$ cat config.mk
export PLATFORM = sky130hd
export DESIGN_NAME = id_ctrl_stage
export DESIGN_NICKNAME = d
export VERILOG_FILES = /design/src/rtl/id_ctrl_stage.sv
export SDC_FILE = /design/constraint.sdc
export NUM_CORES = 1
export LEC_CHECK = 0
export ABC_AREA = 1
export CAP_MARGIN = 0
export CORE_ASPECT_RATIO = 0.7
export CORE_MARGIN = 5
export CORE_UTILIZATION = 30
export CTS_CLUSTER_SIZE = 12
export DETAILED_ROUTE_END_ITERATION = 10
export DONT_BUFFER_PORTS = 1
export PLACE_DENSITY = 0.42
export SLEW_MARGIN = 10
export SYNTH_ARGS = -nofsm -noshare
export SYNTH_HDL_FRONTEND = slang
export SYNTH_SLANG_ARGS = --single-unit
$ cat constraint.sdc
create_clock -name clk -period 0.8 [get_ports clk]
set_input_delay 0.16 -clock clk [delete_from_list [all_inputs] [get_ports clk]]
set_output_delay 0.16 -clock clk [all_outputs]
set_load 0.005 [all_outputs]
$ cat src/rtl/id_ctrl_stage.sv
// id_ctrl_stage: registered ARM control decoder feeding the ID/EX pipeline boundary.
//
// Decodes mode/op_code/S_in into an execute control word and latches it each cycle.
// Flush inserts a bubble, freeze holds every register, and a failed condition check
// issues a NOP that keeps its slot valid but drives no controls.
//
// Optional feature: define CU_MUL_EN to decode mode 11 as a multi-cycle multiply.
// A multiply stalls the front end via `busy` for MUL_CYCLES cycles and then issues.
// With CU_MUL_EN undefined, mode 11 is a NOP, `busy` is tied low and no FSM is built.

module id_ctrl_stage #(
  parameter int unsigned EXE_W      = 4,
  parameter int unsigned MUL_CYCLES = 3
) (
  input  logic             clk,
  input  logic             rst,
  input  logic             valid_in,
  input  logic [1:0]       mode,
  input  logic [3:0]       op_code,
  input  logic             S_in,
  input  logic             cond_pass,
  input  logic             freeze,
  input  logic             flush,
  output logic [EXE_W-1:0] exe_cmd_q,
  output logic             mem_read_q,
  output logic             mem_write_q,
  output logic             wb_en_q,
  output logic             s_out_q,
  output logic             b_q,
  output logic             valid_q,
  output logic             busy
);

  // Reject configurations the command encoding and stall counter cannot represent.
  if (EXE_W < 4) begin : g_exe_w_check
    $error("id_ctrl_stage: EXE_W must be at least 4");
  end
  if (MUL_CYCLES < 1) begin : g_mul_cycles_check
    $error("id_ctrl_stage: MUL_CYCLES must be at least 1");
  end

  // Execute command encodings (4-bit native, zero-extended to EXE_W).
  localparam logic [3:0] CmdNop = 4'b0000;
  localparam logic [3:0] CmdMov = 4'b0001;
  localparam logic [3:0] CmdAdd = 4'b0010;
  localparam logic [3:0] CmdAdc = 4'b0011;
  localparam logic [3:0] CmdSub = 4'b0100;
  localparam logic [3:0] CmdSbc = 4'b0101;
  localparam logic [3:0] CmdAnd = 4'b0110;
  localparam logic [3:0] CmdOrr = 4'b0111;
  localparam logic [3:0] CmdEor = 4'b1000;
  localparam logic [3:0] CmdMvn = 4'b1001;
  localparam logic [3:0] CmdMul = 4'b1010;

  // Instruction classes.
  localparam logic [1:0] ModeAlu = 2'b00;
  localparam logic [1:0] ModeMem = 2'b01;
  localparam logic [1:0] ModeBr  = 2'b10;
  localparam logic [1:0] ModeMul = 2'b11;

  // Data-processing opcodes.
  localparam logic [3:0] OpAnd = 4'b0000;
  localparam logic [3:0] OpEor = 4'b0001;
  localparam logic [3:0] OpSub = 4'b0010;
  localparam logic [3:0] OpAdd = 4'b0100;
  localparam logic [3:0] OpAdc = 4'b0101;
  localparam logic [3:0] OpSbc = 4'b0110;
  localparam logic [3:0] OpTst = 4'b1000;
  localparam logic [3:0] OpCmp = 4'b1010;
  localparam logic [3:0] OpOrr = 4'b1100;
  localparam logic [3:0] OpMov = 4'b1101;
  localparam logic [3:0] OpMvn = 4'b1111;
  localparam logic [3:0] OpMem = 4'b0100;

  // Raw decode of the instruction fields, independent of validity and condition.
  logic [3:0] dec_cmd;
  logic       dec_mem_read;
  logic       dec_mem_write;
  logic       dec_wb_en;
  logic       dec_s_out;
  logic       dec_b;

  // Slot word the normal (non-multiply) issue path would load.
  logic [EXE_W-1:0] ld_exe_cmd;
  logic             ld_mem_read;
  logic             ld_mem_write;
  logic             ld_wb_en;
  logic             ld_s_out;
  logic             ld_b;
  logic             ld_valid;

  // Next-state values of the ID/EX output registers.
  logic [EXE_W-1:0] exe_cmd_d;
  logic             mem_read_d;
  logic             mem_write_d;
  logic             wb_en_d;
  logic             s_out_d;
  logic             b_d;
  logic             valid_d;

`ifdef CU_MUL_EN
  // Counter only needs to hold MUL_CYCLES-1.
  localparam int unsigned CntW = (MUL_CYCLES > 1) ? $clog2(MUL_CYCLES) : 1;
  localparam logic [CntW-1:0] CntLast = CntW'(MUL_CYCLES - 1);

  localparam logic [0:0] StIdle = 1'b0;
  localparam logic [0:0] StBusy = 1'b1;

  logic [0:0]      state_q, state_d;
  logic [CntW-1:0] cnt_q, cnt_d;
  logic            mul_req;

  // A multiply only starts when it is real and its condition holds.
  assign mul_req = valid_in & cond_pass & (mode == ModeMul);
`endif

  // Field decode: mode/op_code/S_in to execute command and control enables.
  always_comb begin
    dec_cmd       = CmdNop;
    dec_mem_read  = 1'b0;
    dec_mem_write = 1'b0;
    dec_wb_en     = 1'b0;
    dec_s_out     = 1'b0;
    dec_b         = 1'b0;
    case (mode)
      ModeAlu: begin
        case (op_code)
          OpMov: begin dec_cmd = CmdMov; dec_wb_en = 1'b1; dec_s_out = S_in; end
          OpMvn: begin dec_cmd = CmdMvn; dec_wb_en = 1'b1; dec_s_out = S_in; end
          OpAdd: begin dec_cmd = CmdAdd; dec_wb_en = 1'b1; dec_s_out = S_in; end
          OpAdc: begin dec_cmd = CmdAdc; dec_wb_en = 1'b1; dec_s_out = S_in; end
          OpSub: begin dec_cmd = CmdSub; dec_wb_en = 1'b1; dec_s_out = S_in; end
          OpSbc: begin dec_cmd = CmdSbc; dec_wb_en = 1'b1; dec_s_out = S_in; end
          OpAnd: begin dec_cmd = CmdAnd; dec_wb_en = 1'b1; dec_s_out = S_in; end
          OpOrr: begin dec_cmd = CmdOrr; dec_wb_en = 1'b1; dec_s_out = S_in; end
          OpEor: begin dec_cmd = CmdEor; dec_wb_en = 1'b1; dec_s_out = S_in; end
          // Compare/test only update flags, never write a register.
          OpCmp: begin dec_cmd = CmdSub; dec_s_out = 1'b1; end
          OpTst: begin dec_cmd = CmdAnd; dec_s_out = 1'b1; end
          default: ;
        endcase
      end
      ModeMem: begin
        if (op_code == OpMem) begin
          dec_cmd = CmdAdd;
          // S_in acts as the L bit: load writes back, store does not.
          if (S_in) begin
            dec_mem_read = 1'b1;
            dec_wb_en    = 1'b1;
          end else begin
            dec_mem_write = 1'b1;
          end
        end
      end
      ModeBr: begin
        dec_b = 1'b1;
      end
      ModeMul: begin
`ifdef CU_MUL_EN
        dec_cmd   = CmdMul;
        dec_wb_en = 1'b1;
        dec_s_out = S_in;
`endif
      end
      default: ;
    endcase
  end

  // Normal issue word: bubble when the slot is empty, NOP when the condition fails.
  always_comb begin
    ld_exe_cmd   = '0;
    ld_mem_read  = 1'b0;
    ld_mem_write = 1'b0;
    ld_wb_en     = 1'b0;
    ld_s_out     = 1'b0;
    ld_b         = 1'b0;
    ld_valid     = 1'b0;
    if (valid_in) begin
      ld_valid = 1'b1;
      if (cond_pass) begin
        ld_exe_cmd   = EXE_W'(dec_cmd);
        ld_mem_read  = dec_mem_read;
        ld_mem_write = dec_mem_write;
        ld_wb_en     = dec_wb_en;
        ld_s_out     = dec_s_out;
        ld_b         = dec_b;
      end
    end
  end

  // Next-state selection: flush beats freeze beats normal issue / multiply sequencing.
  always_comb begin
    // Default is a bubble; each branch below overrides as needed.
    exe_cmd_d   = '0;
    mem_read_d  = 1'b0;
    mem_write_d = 1'b0;
    wb_en_d     = 1'b0;
    s_out_d     = 1'b0;
    b_d         = 1'b0;
    valid_d     = 1'b0;
`ifdef CU_MUL_EN
    state_d = state_q;
    cnt_d   = cnt_q;
`endif
    if (flush) begin
`ifdef CU_MUL_EN
      // Abort any multiply in flight.
      state_d = StIdle;
      cnt_d   = '0;
`endif
    end else if (freeze) begin
      exe_cmd_d   = exe_cmd_q;
      mem_read_d  = mem_read_q;
      mem_write_d = mem_write_q;
      wb_en_d     = wb_en_q;
      s_out_d     = s_out_q;
      b_d         = b_q;
      valid_d     = valid_q;
    end else begin
`ifdef CU_MUL_EN
      if (state_q == StIdle) begin
        if (mul_req) begin
          cnt_d   = CntLast;
          state_d = StBusy;
        end else begin
          exe_cmd_d   = ld_exe_cmd;
          mem_read_d  = ld_mem_read;
          mem_write_d = ld_mem_write;
          wb_en_d     = ld_wb_en;
          s_out_d     = ld_s_out;
          b_d         = ld_b;
          valid_d     = ld_valid;
        end
      end else begin
        if (cnt_q != '0) begin
          cnt_d = cnt_q - 1'b1;
        end else begin
          // Upstream has held the multiply in IF/ID for the whole stall.
          exe_cmd_d = EXE_W'(CmdMul);
          wb_en_d   = 1'b1;
          s_out_d   = S_in;
          valid_d   = 1'b1;
          state_d   = StIdle;
        end
      end
`else
      exe_cmd_d   = ld_exe_cmd;
      mem_read_d  = ld_mem_read;
      mem_write_d = ld_mem_write;
      wb_en_d     = ld_wb_en;
      s_out_d     = ld_s_out;
      b_d         = ld_b;
      valid_d     = ld_valid;
`endif
    end
  end

  // ID/EX control registers.
  always_ff @(posedge clk) begin
    if (rst) begin
      exe_cmd_q   <= '0;
      mem_read_q  <= 1'b0;
      mem_write_q <= 1'b0;
      wb_en_q     <= 1'b0;
      s_out_q     <= 1'b0;
      b_q         <= 1'b0;
      valid_q     <= 1'b0;
    end else begin
      exe_cmd_q   <= exe_cmd_d;
      mem_read_q  <= mem_read_d;
      mem_write_q <= mem_write_d;
      wb_en_q     <= wb_en_d;
      s_out_q     <= s_out_d;
      b_q         <= b_d;
      valid_q     <= valid_d;
    end
  end

`ifdef CU_MUL_EN
  // Multiply sequencer state and stall counter.
  always_ff @(posedge clk) begin
    if (rst) begin
      state_q <= StIdle;
      cnt_q   <= '0;
    end else begin
      state_q <= state_d;
      cnt_q   <= cnt_d;
    end
  end

  // Stall upstream from the cycle a multiply appears until its last bubble cycle.
  assign busy = ((state_q == StIdle) & mul_req & ~flush) |
                ((state_q == StBusy) & (cnt_q != '0));
`else
  assign busy = 1'b0;
`endif

endmodule

==> results by group, run 1 <==
Logic synthesis
  – Cell variety after synth: 23
  – Synth top area share: 0.3463
  – Cell Area, Synth: roughly 580 um2
  – Synthesized area per cell: 6.644 um2
  – Flops & latches, synth: 10
  – Post-synth EDFFs: 0
  – Async set or reset register ratio after synthesis: 0
  – Net count after synthesis: 100
  – Dominant cell type by area after synthesis: dfxtp_1
  – Top post-synthesis cells by area: dfxtp_1 35%, nand2_1 19%, a21oi_1 6.1%
  – Seq/Total Area, Yosys: 0.3463
  – Cell with the most instances after synthesis: nand2_1
  – Most used DFF post-synth: dfxtp_1
  – Yosys warning count: 0
  – Most common library cells after synthesis: 30 x nand2_1, 10 x dfxtp_1, 7 x a21oi_1
  – Post-Synthesis Cells: 87

Power
  – Comb power frac: 0.107
  – Net Sw Power: 0.2330 mW
  – Clock Power Share: 0.359
  – Leakage: around 0.24 nW
  – PwrDens: roughly 1500 mW/mm2
  – Pint: between 0.7 and 0.8 mW
  – Power consumption: ~0.94 mW
  – Sw Share: 0.2475
  – Share of power burned in registers: 0.534
  – Peak VDD IR: approximately 0.91 mV

Final layout
  – Final core occ: 0.3397
  – Layout Nets: 102
  – Design area: between 600 and 700 um2
  – Share of cells above drive strength 1: 0.3678
  – P&R area growth vs syn: 8.009%
  – Antenna cells: 0

Global routing
  – Initial antenna violation count: 0
  – Total track usage: 0.1008
  – First-pass GRT wire length: ~2.2 mm
  – Vias in the first global route: roughly 500
  – Largest net degree at the start of global routing: 12
  – Overflow after GRT: 0

Drt
  – Remaining DRCs: 0
  – Initial DRT Pass Iterations: 4
  – Initial DRC Count: 30
  – Wire per inst: between 10 and 15 um
  – DR vias: approximately 520
  – Routed WL: 1.384 mm
  – Post-route ant nets: 0
  – Avg Vias per Cell: ~4.8

Die
  – Rows: 13
  – Initial Util: 0.3145
  – I/O pin cnt: 24
  – Core area: 0.001838 mm2
  – Die W: 62.47 um
  – Total die area: between 0.002 and 0.003 mm2
  – Chip Height: roughly 47 um

Critical path
  – Crit end category: output port
  – Stages on the worst setup path: 0
  – Worst reg2reg path startpoint: b_q$_SDFFE_PP0N_
  – Worst EP arrival: about 0.60 ns
  – Reg2reg end: b_q$_SDFFE_PP0N_
  – Crit path kind: flip-flop to output port
  – Reg2Reg Depth: 2
  – CP required: ~0.64 ns
  – CP Max Fanout: 2
  – Critical Path Start Type: flip-flop
  – Worst R2R Setup Slack: approximately 0.2 ns

Clock network
  – Bufs on Longest Clock Path: 2
  – Clock sink count: 10
  – CTS buffer count: 3
  – CTS tree: built
  – Max H-tree Level: 1
  – CTS clk-pin slew, worst paths: 0.06 ns
  – Hold buffer count at CTS: 0
  – Clk root buf: clkbuf_4
  – Skew-Pair Late Insertion Delay: ~0.26 ns

STA
  – Worst Slack Setup Final: between 0.03 and 0.04 ns
  – Period utilisation layout: 0.9547
  – Setup violators final: 0
  – Unrepaired setup endpoints after global routing: yes
  – Worst Skew: 0 ns
  – Fmax achieved: approximately 1.3 GHz
  – Final-report hold violation count: 0
  – Setup TNS: 0 ns
  – Final min period: about 0.76 ns
  – Slew Viols, Final: 0

Place
  – DP HPWL: approximately 1.1 mm
  – IO Port Bufs: 0
  – Post-DP Area: around 590 um2
  – Gpl congestion: ~0.72
  – Dpl ws: between 0.009 and 0.01 ns

Worst hold path
  – Worst hold path depth: 2
  – Hold EP: exe_cmd_q[3]$_SDFFE_PP0N_
  – Worst hold start: freeze
  – Hold Path Class: input port to flip-flop

Status
  – Status: completed

Run
  – Max-Cap Viols: 0
[routing by layer]
layer | vias to the layer above | share of wire | global-route usage
met2 | 24 | 0.43 | 0.1467
li1 | 281 | - | -
met5 | - | 0 | 0
met4 | 0 | 0 | 0.01271
met3 | 0 | 0.11 | 0.06341
met1 | 219 | 0.46 | 0.1304
[sequential cells by signal, summed over array words and instances (netlist names)]
register and cells:
s_out_q 1, wb_en_q 1, exe_cmd_q 4, mem_read_q 1
valid_q 1, mem_write_q 1, b_q 1
[how the worst max path moves through the flow]
stage | start | end | slack, ns
floorplan | flush | b_q$_SDFFE_PP0N_ | 0.03
CTS | exe_cmd_q[3]$_SDFFE_PP0N_ | exe_cmd_q[3] | 0.001
global placement | op_code[3] | wb_en_q$_SDFFE_PP0N_ | 0.007
finish | exe_cmd_q[3]$_SDFFE_PP0N_ | exe_cmd_q[3] | 0.04
global route | exe_cmd_q[3]$_SDFFE_PP0N_ | exe_cmd_q[3] | -0.004
detailed placement | op_code[3] | wb_en_q$_SDFFE_PP0N_ | 0.01
[power by group through the flow]
stage               Clock [mW]  Sequential, mW  Combinational (mW)
detailed placement           0           0.514               0.101
finish                   0.338           0.503               0.101
floorplan                    0           0.513              0.0969
CTS                      0.351           0.503               0.102
global placement             0           0.514               0.102
global route             0.389           0.502               0.115
[timing repair]
item	in CTS	in global routing
setup buffers	0	0
resized for setup	0	10
endpoints found under the setup margin	0	10
[worst reg2reg max path: stages (launching register included)]
cell     delay [ns]
dfxtp_2        0.34
nand2_1        0.05
a21oi_1        0.14
[cells in the final DEF, fill, tap and decap left out, drive strengths merged]
master,instances
nand4,1
dfxtp,10
nand2,35
clkinv,1
a21oi,10
clkbuf,3
nor3,3
conb,1
inv,7
a31oi,1
or2,1
nor2,6
nand3,7
o21ai,1
[cell type report]
class	count	area, um2
Inverter	8	30.03
Sequential cell	10	212.7
Tap cell	22	27.53
Fill cell	201	1214
Multi-Input combinational cell	66	331.6
Clock buffer	3	22.52
[metrics by stage]
stage | std cells | hold WS (ns)
floorplan | 87 | 0.3026
global placement | 106 | 0.3053
detailed placement | 106 | 0.3071
CTS | 109 | 0.02708
global route | 109 | 0.01676
finish | 109 | 0.02785
[logic make-up after synthesis]
group | Yosys count | synth area share
AND/OR/NAND/NOR | 53 | 0.4416
other | 1 | 0.006487
buffers and inverters | 11 | 0.08006
flip-flops | 10 | 0.3463
AO/OA/AOI/OAI | 12 | 0.1255
(Power assumes the default switching activity.)
==> run 2: changes to the inputs <==
--- a/config.mk
+++ b/config.mk
@@ -8,7 +8,7 @@
 export ABC_AREA = 1
 export CAP_MARGIN = 0
 export CORE_ASPECT_RATIO = 0.7
-export CORE_MARGIN = 5
+export CORE_MARGIN = 10
 export CORE_UTILIZATION = 30
 export CTS_CLUSTER_SIZE = 12
 export DETAILED_ROUTE_END_ITERATION = 10
==> run 2 against run 1 <==
  * Maximum frequency shrank 0.33%
  * Critical path depth is the same
  * Total power decreased by 0.29%
  * Sequential power is essentially flat
  * Hold slack gained 0.0018 ns
  * Setup slack got worse by 0.0026 ns
  * Non-clock buffer count unchanged
  * Critical path type unchanged
  * First-iteration DRC count increased by 6.7%
  * Cell area shrank 0.40%
  * Count of clock-buffer cells in the layout unchanged
==> results by group, run 2 (synthesized netlist as in run 1, its figures left out) <==
Status
  – Status: completed

Final layout
  – Most frequent cells in the layout: 30 x nand2_1, 8 x dfxtp_2, 7 x a21oi_1
  – Most common cell after layout, fill and taps aside: nand2_1
  – Max reg flops: 4 (unchanged)
  – Design area: 621.8 um2 (-0.40%)
  – Fin cells: 109 (unchanged)
  – Share of cells above drive strength 1: 0.3448 (-0.02299)
  – Layout Nets: 102 (unchanged)
  – Antenna cells: 0 (unchanged)
  – Final core occ: 0.3383 (-0.001362)
  – P&R area growth vs syn: 7.576%
  – Biggest register: exe_cmd_q

Die
  – I/O pin cnt: 24 (unchanged)
  – Initial Util: 0.3145 (unchanged)
  – Die W: 72.47 um (+16%)
  – Chip Height: 56.73 um (+21%)
  – Rows: 13 (unchanged)
  – Core area: 0.001838 mm2 (unchanged)
  – Total die area: 0.004111 mm2 (+41%)

STA
  – Final-report hold violation count: 0 (unchanged)
  – Final min period: 0.7663 ns (+0.002552 ns)
  – Setup violators final: 0 (unchanged)
  – Slew Viols, Final: 0 (unchanged)
  – Worst Slack Setup Final: 0.03369 ns (-0.002552 ns)
  – Period utilisation layout: 0.9579 (+0.003191)
  – Worst Skew: 0 ns (unchanged)
  – Setup TNS: 0 ns (unchanged)
  – Worst Hold Margin: 0.02968 ns (+0.001828 ns)
  – Fmax achieved: 1.305 GHz (-0.33%)

Power
  – Peak VDD IR: 0.6326 mV (-30%)
  – PwrDens: 1510 mW/mm2 (+0.11%)
  – Power consumption: 0.9389 mW (-0.29%)
  – Leakage: 0.2418 nW (-0.40%)

Clock network
  – CTS tree: built
  – CTS clk-pin slew, worst paths: 0.06 ns (about the same)
  – Post-CTS Resized: 0 (unchanged)
  – Post-CTS setup buffer count: 0 (unchanged)
  – Skew-Pair Late Insertion Delay: 0.26 ns (about the same)
  – CTS buffer count: 3 (unchanged)
  – Max H-tree Level: 1 (unchanged)
  – Clk root buf: clkbuf_4
  – Clock sink count: 10 (unchanged)
  – Hold buffer count at CTS: 0 (unchanged)
  – Bufs on Longest Clock Path: 2 (unchanged)

Drt
  – Avg Vias per Cell: 4.743 (-1.3%)
  – DR vias: 517 (-1.3%)
  – Remaining DRCs: 0 (unchanged)
  – Initial DRC Count: 32 (+6.7%)
  – Routed WL: 1.503 mm (+8.6%)
  – Wire per inst: 13.79 um (+8.6%)
  – Initial DRT Pass Iterations: 4 (unchanged)
  – Post-route ant nets: 0 (unchanged)

Critical path
  – CP Max Fanout: 2 (unchanged)
  – Critical Path Start Type: flip-flop
  – Crit end category: output port
  – Worst EP arrival: 0.61 ns (about the same)
  – CP required: 0.64 ns (about the same)
  – Crit path kind: flip-flop to output port
  – Worst R2R Setup Slack: 0.19 ns (about the same)

Place
  – Post-DP Area: 589.3 um2 (unchanged)
  – Gpl congestion: 0.6983 (-3.0%)
  – IO Port Bufs: 0 (unchanged)
  – DP HPWL: 1.207 mm (+9.2%)
  – Dpl ws: -0.007038 ns (-0.01670 ns)
  – DP Cell Count: 106 (unchanged)

Global routing
  – Vias in the first global route: 544 (+9.0%)
  – Initial antenna violation count: 0 (unchanged)
  – Overflow after GRT: 0 (unchanged)
  – Largest net degree at the start of global routing: 12 (unchanged)
  – First-pass GRT wire length: 2.546 mm (+16%)
  – Total track usage: 0.07860 (-0.02225)

Worst hold path
  – Hold Path Class: input port to flip-flop

Run
  – Max-Cap Viols: 0 (unchanged)
-- run 2: cell types whose count changed in the layout (fill, tap and decap cells not counted) --
cell	previous run	this run
dfxtp_1	0	2
dfxtp_2	10	8
-- run 2: per-layer routing --
| layer | routed length, um | track usage | up-vias |
|---|---|---|---|
| met5 | 0 | 0 | - |
| met4 | 8 | 0.02432 | 0 |
| met3 | 186 | 0.07193 | 2 |
| met2 | 695 | 0.1196 | 14 |
| met1 | 613 | 0.07534 | 220 |
| li1 | - | - | 281 |
-- run 2: power breakdown --
| group | total (mW) | switching (mW) | internal (mW) |
|---|---|---|---|
| logic | 0.102 | 0.0675 | 0.0344 |
| clock network | 0.335 | 0.161 | 0.173 |
| registers | 0.502 | 0.00205 | 0.500 |
-- run 2: layout make-up --
cell class,instances,area (um2)
Sequential cell,10,210.2
Tap cell,22,27.53
Inverter,8,30.03
Multi-Input combinational cell,66,331.6
Fill cell,211,1216
Clock buffer,3,22.52
-- run 2: final timing paths --
check,start,endpoint,cells past startpoint
setup / recovery,mem_write_q$_SDFFE_PP0N_,mem_write_q,0
hold / removal,freeze,exe_cmd_q[3]$_SDFFE_PP0N_,2
setup reg to reg,s_out_q$_SDFFE_PP0N_,s_out_q$_SDFFE_PP0N_,2
hold reg to reg,b_q$_SDFFE_PP0N_,b_q$_SDFFE_PP0N_,2
